$ cat src/rtl/mips_pkg.sv
// Shared constants and types for the MIPS register file and its scoreboard.
package mips_pkg;

  localparam int DATA_W   = 32;
  localparam int ADDR_W   = 5;
  localparam int CNT_W    = 2;
  localparam int NUM_REGS = 1 << ADDR_W;

  typedef logic [ADDR_W-1:0] reg_addr_t;
  typedef logic [DATA_W-1:0] word_t;

  // Hard-wired zero register.
  localparam reg_addr_t R0 = '0;

endpackage

$ cat src/rtl/sb_counter.sv
// Pending-write counter for one architectural register. Counts up on an
// accepted issue and down on write-back and cancel. It flags underflow when
// the decrements exceed what is outstanding, and clamps at zero in that case.
module sb_counter #(
  parameter int W = 2
) (
  input  logic         clk,
  input  logic         rst,
  input  logic         inc,
  input  logic         dec_a,
  input  logic         dec_b,
  output logic [W-1:0] count,
  output logic         busy,
  output logic         full,
  output logic         underflow
);

  logic [W-1:0] count_reg;
  logic [W+1:0] after_dec;
  logic [W+1:0] total;

  // Two guard bits hold the range -2 .. 2^W. The top bit is the sign.
  always_comb begin
    after_dec = {2'b00, count_reg}
              - {{(W+1){1'b0}}, dec_a}
              - {{(W+1){1'b0}}, dec_b};
    total     = after_dec + {{(W+1){1'b0}}, inc};
    underflow = total[W+1];
    busy      = !after_dec[W+1] && (after_dec != '0);
    full      = &count_reg;
  end

  // The count register clamps at zero on underflow and at the maximum on
  // overflow. Overflow cannot happen here because the caller gates inc
  // with full.
  always_ff @(posedge clk) begin
    if (rst) begin
      count_reg <= '0;
    end else if (underflow) begin
      count_reg <= '0;
    end else if (total[W]) begin
      count_reg <= '1;
    end else begin
      count_reg <= total[W-1:0];
    end
  end

  assign count = count_reg;

endmodule

$ cat src/rtl/regfile_scoreboard.sv
// Architectural register file with a per-register pending-write scoreboard.
// It provides combinational reads with same-cycle write-back bypass, and
// raises a hazard stall when decode needs an operand that is still pending.
module regfile_scoreboard
  import mips_pkg::*;
#(
  parameter int DATA_W = mips_pkg::DATA_W,
  parameter int ADDR_W = mips_pkg::ADDR_W,
  parameter int CNT_W  = mips_pkg::CNT_W
) (
  input  logic              clk,
  input  logic              rst,
  input  logic              stall,
  input  logic [ADDR_W-1:0] rs_addr,
  input  logic [ADDR_W-1:0] rt_addr,
  input  logic              rs_used,
  input  logic              rt_used,
  output logic [DATA_W-1:0] rs_data,
  output logic [DATA_W-1:0] rt_data,
  input  logic              issue_valid,
  input  logic              issue_wr,
  input  logic [ADDR_W-1:0] issue_dst,
  input  logic              cancel_valid,
  input  logic [ADDR_W-1:0] cancel_dst,
  input  logic              wb_en,
  input  logic [ADDR_W-1:0] wb_addr,
  input  logic [DATA_W-1:0] wb_data,
  output logic              hazard_stall,
  output logic              sb_err
);

  localparam int NREG = 1 << ADDR_W;
  localparam logic [ADDR_W-1:0] ZERO_ADDR = ADDR_W'(R0);

  logic [DATA_W-1:0] regs [NREG];
  logic [CNT_W-1:0]  cnt  [NREG];
  logic [NREG-1:0]   busy_vec;
  logic [NREG-1:0]   full_vec;
  logic [NREG-1:0]   uflow_vec;
  logic              issue_acc;
  logic              sb_err_reg;

  // r0 never holds a reservation.
  assign cnt[0]       = '0;
  assign busy_vec[0]  = 1'b0;
  assign full_vec[0]  = 1'b0;
  assign uflow_vec[0] = 1'b0;

  // An issue counts only when decode is not frozen and no hazard is holding it.
  assign issue_acc = issue_valid & issue_wr & ~stall & ~hazard_stall
                   & (issue_dst != ZERO_ADDR);

  // One scoreboard counter per real register, r1..r(NREG-1).
  generate
    for (genvar gi = 1; gi < NREG; gi++) begin : g_cnt
      logic issue_hit;
      logic wb_hit;
      logic cancel_hit;
      assign issue_hit  = issue_acc    & (issue_dst  == ADDR_W'(gi));
      assign wb_hit     = wb_en        & (wb_addr    == ADDR_W'(gi));
      assign cancel_hit = cancel_valid & (cancel_dst == ADDR_W'(gi));

      sb_counter #(.W(CNT_W)) u_cnt (
        .clk       (clk),
        .rst       (rst),
        .inc       (issue_hit),
        .dec_a     (wb_hit),
        .dec_b     (cancel_hit),
        .count     (cnt[gi]),
        .busy      (busy_vec[gi]),
        .full      (full_vec[gi]),
        .underflow (uflow_vec[gi])
      );
    end
  endgenerate

  // Hazard check uses busy after same-cycle completions, plus counter saturation.
  always_comb begin
    hazard_stall = issue_valid & ((rs_used  & busy_vec[rs_addr])
                               |  (rt_used  & busy_vec[rt_addr])
                               |  (issue_wr & full_vec[issue_dst]));
  end

  // Read ports: r0 is zero, then the write-back bypass, then the array.
  always_comb begin
    rs_data = regs[rs_addr];
    rt_data = regs[rt_addr];
    if (wb_en && wb_addr == rs_addr) rs_data = wb_data;
    if (wb_en && wb_addr == rt_addr) rt_data = wb_data;
    if (rs_addr == ZERO_ADDR) rs_data = '0;
    if (rt_addr == ZERO_ADDR) rt_data = '0;
  end

  // Register array write. The counter value does not gate the write.
  always_ff @(posedge clk) begin
    if (rst) begin
      for (int i = 0; i < NREG; i++) regs[i] <= '0;
    end else if (wb_en && wb_addr != ZERO_ADDR) begin
      regs[wb_addr] <= wb_data;
    end
  end

  // Sticky error: some counter saw more completions than it had reservations.
  always_ff @(posedge clk) begin
    if (rst) begin
      sb_err_reg <= 1'b0;
    end else if (|uflow_vec) begin
      sb_err_reg <= 1'b1;
    end
  end

  assign sb_err = sb_err_reg;

endmodule

$ cat config.mk
export PLATFORM = sky130hd
export DESIGN_NAME = regfile_scoreboard
export DESIGN_NICKNAME = d
export VERILOG_FILES = /design/src/rtl/mips_pkg.sv /design/src/rtl/sb_counter.sv /design/src/rtl/regfile_scoreboard.sv
export SDC_FILE = /design/constraint.sdc
export NUM_CORES = 2
export LEC_CHECK = 0
export CAP_MARGIN = 0
export CORE_ASPECT_RATIO = 1.25
export CORE_MARGIN = 2
export CORE_UTILIZATION = 35
export CTS_CLUSTER_SIZE = 8
export DETAILED_ROUTE_END_ITERATION = 6
export PLACE_DENSITY = 0.53
export REMOVE_ABC_BUFFERS = 1
export SYNTH_ARGS = -nofsm -noshare
export SYNTH_HDL_FRONTEND = slang
export SYNTH_SLANG_ARGS = --single-unit
export TNS_END_PERCENT = 1
$ cat constraint.sdc
create_clock -name clk -period 10.76 [get_ports clk]
set_clock_uncertainty 0.1 [all_clocks]
set_input_delay 2.152 -clock clk [delete_from_list [all_inputs] [get_ports clk]]
set_output_delay 2.152 -clock clk [all_outputs]
set_load 0.05 [all_outputs]
Word-level counts from Yosys, hierarchy flattened

Memory sizes are Yosys's and may differ from the RTL's.
Index checks and enable logic that the tools add are counted.

Output and inout bits: 66
Flip-flop bits (word level): 63
RAM bits: 1024
Memories kept: 1

Equality and inequality tests: 95
Muxes and demuxes: 49
Bitwise logic cells: 105
Reduce and logical (&&, ||, !) cells: 164
Order comparisons: 3
Add/subtract/negate cells: 93

Memory list:

| memory | depth | bits a word | rd ports | clocked after memory_dff | write ports | line                     | source |
|---|---|---|---|---|---|---|---|
| regs   | 32    | 32          | 2        | 0                        | 32          | regfile_scoreboard.sv:35 | `logic [DATA_W-1:0] regs [NREG];` |

Operator list:

| kind               | number |
|---|---|
| $eq 5x5->1 const B | 48 |
| $mux 32            | 5 |
| $add 4x1->4        | 31 |
| $reduce_bool 4->1  | 31 |
| $sub 4x1->4        | 31 |
| $eq 5x4->1 const B | 24 |
| $and 1x1->1        | 101 |
| $sub 2x1->3        | 31 |
| $mux 2             | 31 |
| $reduce_and 2->1   | 31 |
| $reduce_or 2->1    | 31 |
| $eq 5x3->1 const B | 12 |
| $logic_and 1x1->1  | 34 |
| $reduce_or 32->1   | 1 |
| $logic_not 1->1    | 31 |
| $reduce_or 31->1   | 1 |
| $eq 5x2->1 const B | 6 |
| $lt 5x6->1 const B | 3 |
| $bmux 1 s5         | 3 |
| $eq 5x1->1 const B | 3 |
| $eq 5x5->1         | 2 |
| $logic_not 5->1    | 2 |
| $reduce_bool 5->1  | 2 |
| $mux 1             | 9 |
| other kinds (3)    | 5 |

Depth between registers and ports, before layout

Depth in word-level cells: 18
Depth in mapped cells: 22

Cells and area by module

From an unflattened synthesis, not the netlist that was laid out.

Cells, all modules: 4558
Area, all modules: 64753.4 µm²

By module, submodules not included:

| module             | seq. area each (µm²) | cells each | instances | area an instance (µm²) |
|---|---|---|---|---|
| regfile_scoreboard | 30769.5              | 3659       | 1         | 56569.3 |
| sb_counter         | 40.0                 | 29         | 31        | 264.0 |

Worst setup path before layout

No wires, ideal clock.

Path type: input to output
From: in wb_addr[3]
To: out hazard_stall
Required time: 8.508 ns
Path buffers: 2
Stages on the path: 14
Path slack: 2.431 ns
Data arrival time: 6.077 ns
Path through: clkbuf_1 or3b_2 clkbuf_1 nor2_1 ha_1 ha_1 fa_1 a211oi_1 a311oi_1 a21oi_1 o2111ai_1 and3_1 o21a_1 a21boi_0

Longest elaborated chain between the ends: 12
Elaborated cells between the ends (all ways): 226
Those cells by class: add/sub (62); eq/ne (31); mux (4); bitwise (36); reduce/logical (93)

Ends and longest elaborated chain:

| what                                                        | line                                               | source |
|---|---|---|
| start, declared                                             | regfile_scoreboard.sv:26                           | `input logic [ADDR_W-1:0] wb_addr,` |
| $eq 5x1->1 (tied with other cells)                          | regfile_scoreboard.sv:60                           | `assign wb_hit = wb_en & (wb_addr == ADDR_W'(gi));` |
| $and 1x1->1                                                 | regfile_scoreboard.sv:60                           |  |
| $sub 2x1->3                                                 | sb_counter.sv:25                                   | `- {{(W+1){1'b0}}, dec_a}` |
| $sub 4x1->4                                                 | sb_counter.sv:26                                   | `- {{(W+1){1'b0}}, dec_b};` |
| $reduce_bool 4->1 / $logic_not 1->1 (equally long branches) | sb_counter.sv:29                                   | `busy = !after_dec[W+1] && (after_dec != '0);` |
| $logic_and 1x1->1                                           | sb_counter.sv:29                                   |  |
| $bmux 1 s5, on equally long branches                        | regfile_scoreboard.sv:79, regfile_scoreboard.sv:80 |  |
| $mux 1, on equally long branches                            | regfile_scoreboard.sv:79, regfile_scoreboard.sv:80 |  |
| $and 1x1->1, on equally long branches                       | regfile_scoreboard.sv:79, regfile_scoreboard.sv:80 |  |
| $or 1x1->1 *                                                | regfile_scoreboard.sv:80                           | `\| (rt_used & busy_vec[rt_addr])` |
| $or 1x1->1 *                                                | regfile_scoreboard.sv:81                           | `\| (issue_wr & full_vec[issue_dst]));` |
| $and 1x1->1 *                                               | regfile_scoreboard.sv:79                           | `hazard_stall = issue_valid & ((rs_used & busy_vec[rs_addr])` |
| end, declared                                               | regfile_scoreboard.sv:28                           | `output logic hazard_stall,` |

Mark *: on every way between the ends. The rest lies on a longest branch, timed or not. The select of a mux whose other input is x is not followed.

Final worst setup path

From: in wb_addr[2]
To: out hazard_stall

The elaborated chain is that of the path after synthesis.

==> metrics.txt <==
Yosys cell types 66; Adder-Cell Fraction of Synth Area 3.447%; vias per inst ~5.9; crit start category input port; status complete, no violations; Clk Latency, worst-skew pair 0.79 ns; Post-CTS Setup Repair Bufs 0; Synth Warn # 0; post-CTS sizing 0; Reg2Reg Setup Slack about 5.5 ns; largest family of logic cells by synthesized area multiplexers; Max-Cap Viols 0; area grow syn2layout 12.78%; Least-Margin Pin Slew approximately 1.3 ns; Worst R2R Start g_cnt[14].u_cnt.count[0]; Final Cell Area 0.07106 mm2; Critical Path Sink Type output port; initial antenna violation count 27; Remaining DRCs 0; register area share after synthesis 50.80%; via count 43289; cts hold-fix bufs 0; largest net degree at the start of global routing 106; initial DRC count approximately 5400; Layout fillers 16796; Longest Clk Path Bufs 3; Seq cells post-synth 1087; first-pass GRT wire length approximately 330000 um; xor/xnor share of the synthesized area 0.1390%; Compound-Gate Fraction of Synth Area 6.182%; Global Route Usage Sum 26.03%; routed wire length 241600 um; GRT overflow 0; area of the die between 0.15 and 0.2 mm2; CP Launch Point wb_addr[2]; layout cells sized above 1 18.26%; unrepaired setup endpoints after global routing no; H-tree depth 4; Lkg Pwr about 25 nW; setup TNS 0 ns; Hold Crit Class reg -> reg; Avg Cell Area, Syn 12.92 um2; Fmax achieved 0.1042 GHz; Tcrit/Tclk final 89.17%; final antenna-violating net count 0; async set-reset flop share out of synthesis 0%; I/O pin cnt 132; Rows 174; Area after DPL 0.06686 mm2; Initial Util 35.12%; number of synthesized flops with an enable pin 1024; CP required 8.51 ns; root buf cell clkbuf_16; max-slew violation count 0; Gate Count Post-Synth a little under 5000; Post-DP HPWL 134900 um; vias in the first global route 43899; Synth Area in Simple Gates 14.81%; Num CTS Buffers 155; Pwr per Cell Area ~160 mW/mm2; crit path DAT approximately 7.3 ns; Hold Crit Start g_cnt[31].u_cnt.count[1]; mux share of post-synthesis cell area 20.37%; Final Hold Fails 0; Final nets slightly above 5000; synthesized area 0.06301 mm2; Placeable Area 0.1794 mm2; PortBufs 131; chip width 383.5 um; # setup viols final 0; dominant synthesized flop cell edfxtp_1; minimum clock period 9.595 ns; Max transition margin 15.97%; die span in y about 480 um; clk slew on worst S/H paths 0.05 ns; drt pass-1 iters 5; WL/cell approximately 33 um; critical-path maximum fanout 10; Worst IR Drop VDD 0.0001628 V; Num Clock Sinks 1087; Largest register FFs 1024; GPL Wtd Cong 0.9019; CTS tree yes; critical path type in -> out
[area by class of cell]
class / instances / area (um2) / share of cell area (%)
repair buffers: 252 / 2382 / 3.352
clock buffers: 172 / 4038 / 5.682
diodes: 13 / 32.53 / 0.04578
flip-flops and latches: 1087 / 32010 / 45.05
clock inverters: 10 / 127.6 / 0.1796
inverters: 192 / 721.9 / 1.016
multi-input cells: 3182 / 28780 / 40.49
well taps: 2376 / 2973 / 4.184
[kinds of logic after synthesis]
| family | count (synthesis) |
|---|---|
| adders and majority gates | 155 |
| DFF | 1087 |
| buffers and inverters | 640 |
| muxes | 713 |
| and+or+nand+nor | 1647 |
| xor gates and xnor gates | 10 |
| AOI/OAI and AO/OA | 625 |
| other | 1 |
[worst max-delay path, stage by stage]
cell and delay (ns):
clkdlybuf4s50_1 0.70, nand3b_1 0.65, nor2_1 0.32, ha_1 0.27, ha_1 0.20, fa_1 0.50
a21oi_1 0.26, a2111oi_0 0.15, nor4_1 0.57, nand3_1 0.24, o31a_1 0.20, o21a_1 0.15
a21boi_0 0.15, clkdlybuf4s50_1 0.82
[placed cells by master (no fill, tap or decap), types with 75 or more instances in the layout]
| cell type | count |
|---|---|
| a21oi_1 | 102 |
| and2_1 | 994 |
| buf_4 | 111 |
| clkbuf_16 | 159 |
| clkdlybuf4s50_1 | 121 |
| edfxtp_1 | 1024 |
| ha_1 | 124 |
| inv_1 | 189 |
| mux2i_1 | 200 |
| mux4_2 | 449 |
| nand2_1 | 163 |
| nand3_1 | 126 |
| nor2_1 | 107 |
| nor3_1 | 75 |
| o21ai_0 | 238 |
[cell usage after synthesis (5+ instances only)]
cell type	number	area share, %
edfxtp_1	1024	49
and2_1	995	9.9
mux4_2	449	16
clkbuf_1	308	1.8
o21ai_0	238	1.9
mux2i_1	200	3.2
inv_1	192	1.1
nand2_1	163	0.97
nor2_1	140	0.83
nand3_1	127	1.0
ha_1	124	2.5
a21oi_1	102	0.81
buf_2	93	0.74
nor3_1	75	0.60
a211oi_1	70	0.83
a22oi_1	67	0.80
a221oi_1	66	0.92
mux2_2	64	1.1
dfxtp_1	63	2.0
nor2b_1	39	0.39
nor4_1	37	0.37
or2_2	32	0.32
fa_1	31	0.98
buf_4	21	0.25
o22ai_1	20	0.20
o21ai_1	16	0.13
buf_1	14	0.083
nand2b_1	14	0.14
buf_6	10	0.18
xor2_1	8	0.11
nand3b_1	7	0.083
o311ai_0	7	0.097
a31oi_1	6	0.060
o31ai_1	5	0.060
[final timing paths]
path | cells past startpoint | endpoint
min | 3 | g_cnt[31].u_cnt.count[0]
min reg2reg | 3 | g_cnt[31].u_cnt.count[0]
max reg2reg | 18 | sb_err
max | 14 | hazard_stall
[power breakdown]
part | internal [mW] | switching (mW)
sequential | 4.87 | 0.110
combinational | 0.609 | 1.02
clock | 2.63 | 1.83
total | 8.11 | 2.97
[through the flow]
stage	cells	total power [mW]	worst slack, ns	util, %	hold WS (ns)
after CTS	7271	11.12	1.288	39.59	0.7080
after floorplan	4461	5.890	1.257	-	0.6182
after global routing	7273	11.37	1.019	39.60	0.7544
after global placement	7089	6.656	1.275	37.27	0.6807
final	7284	11.07	1.165	39.61	0.7054
after detailed placement	7089	6.678	1.325	37.27	0.7027
[routing by layer]
layer  track usage, %  vias up  routed length [um]
met5                0        -                  17
met4            13.24        2               13620
met3            4.608      579               19190
met2            43.25     2204              117100
met1            32.45    22315               91670
li1                 -    18189                   -
Note: power is estimated with default switching activity, not from simulation.
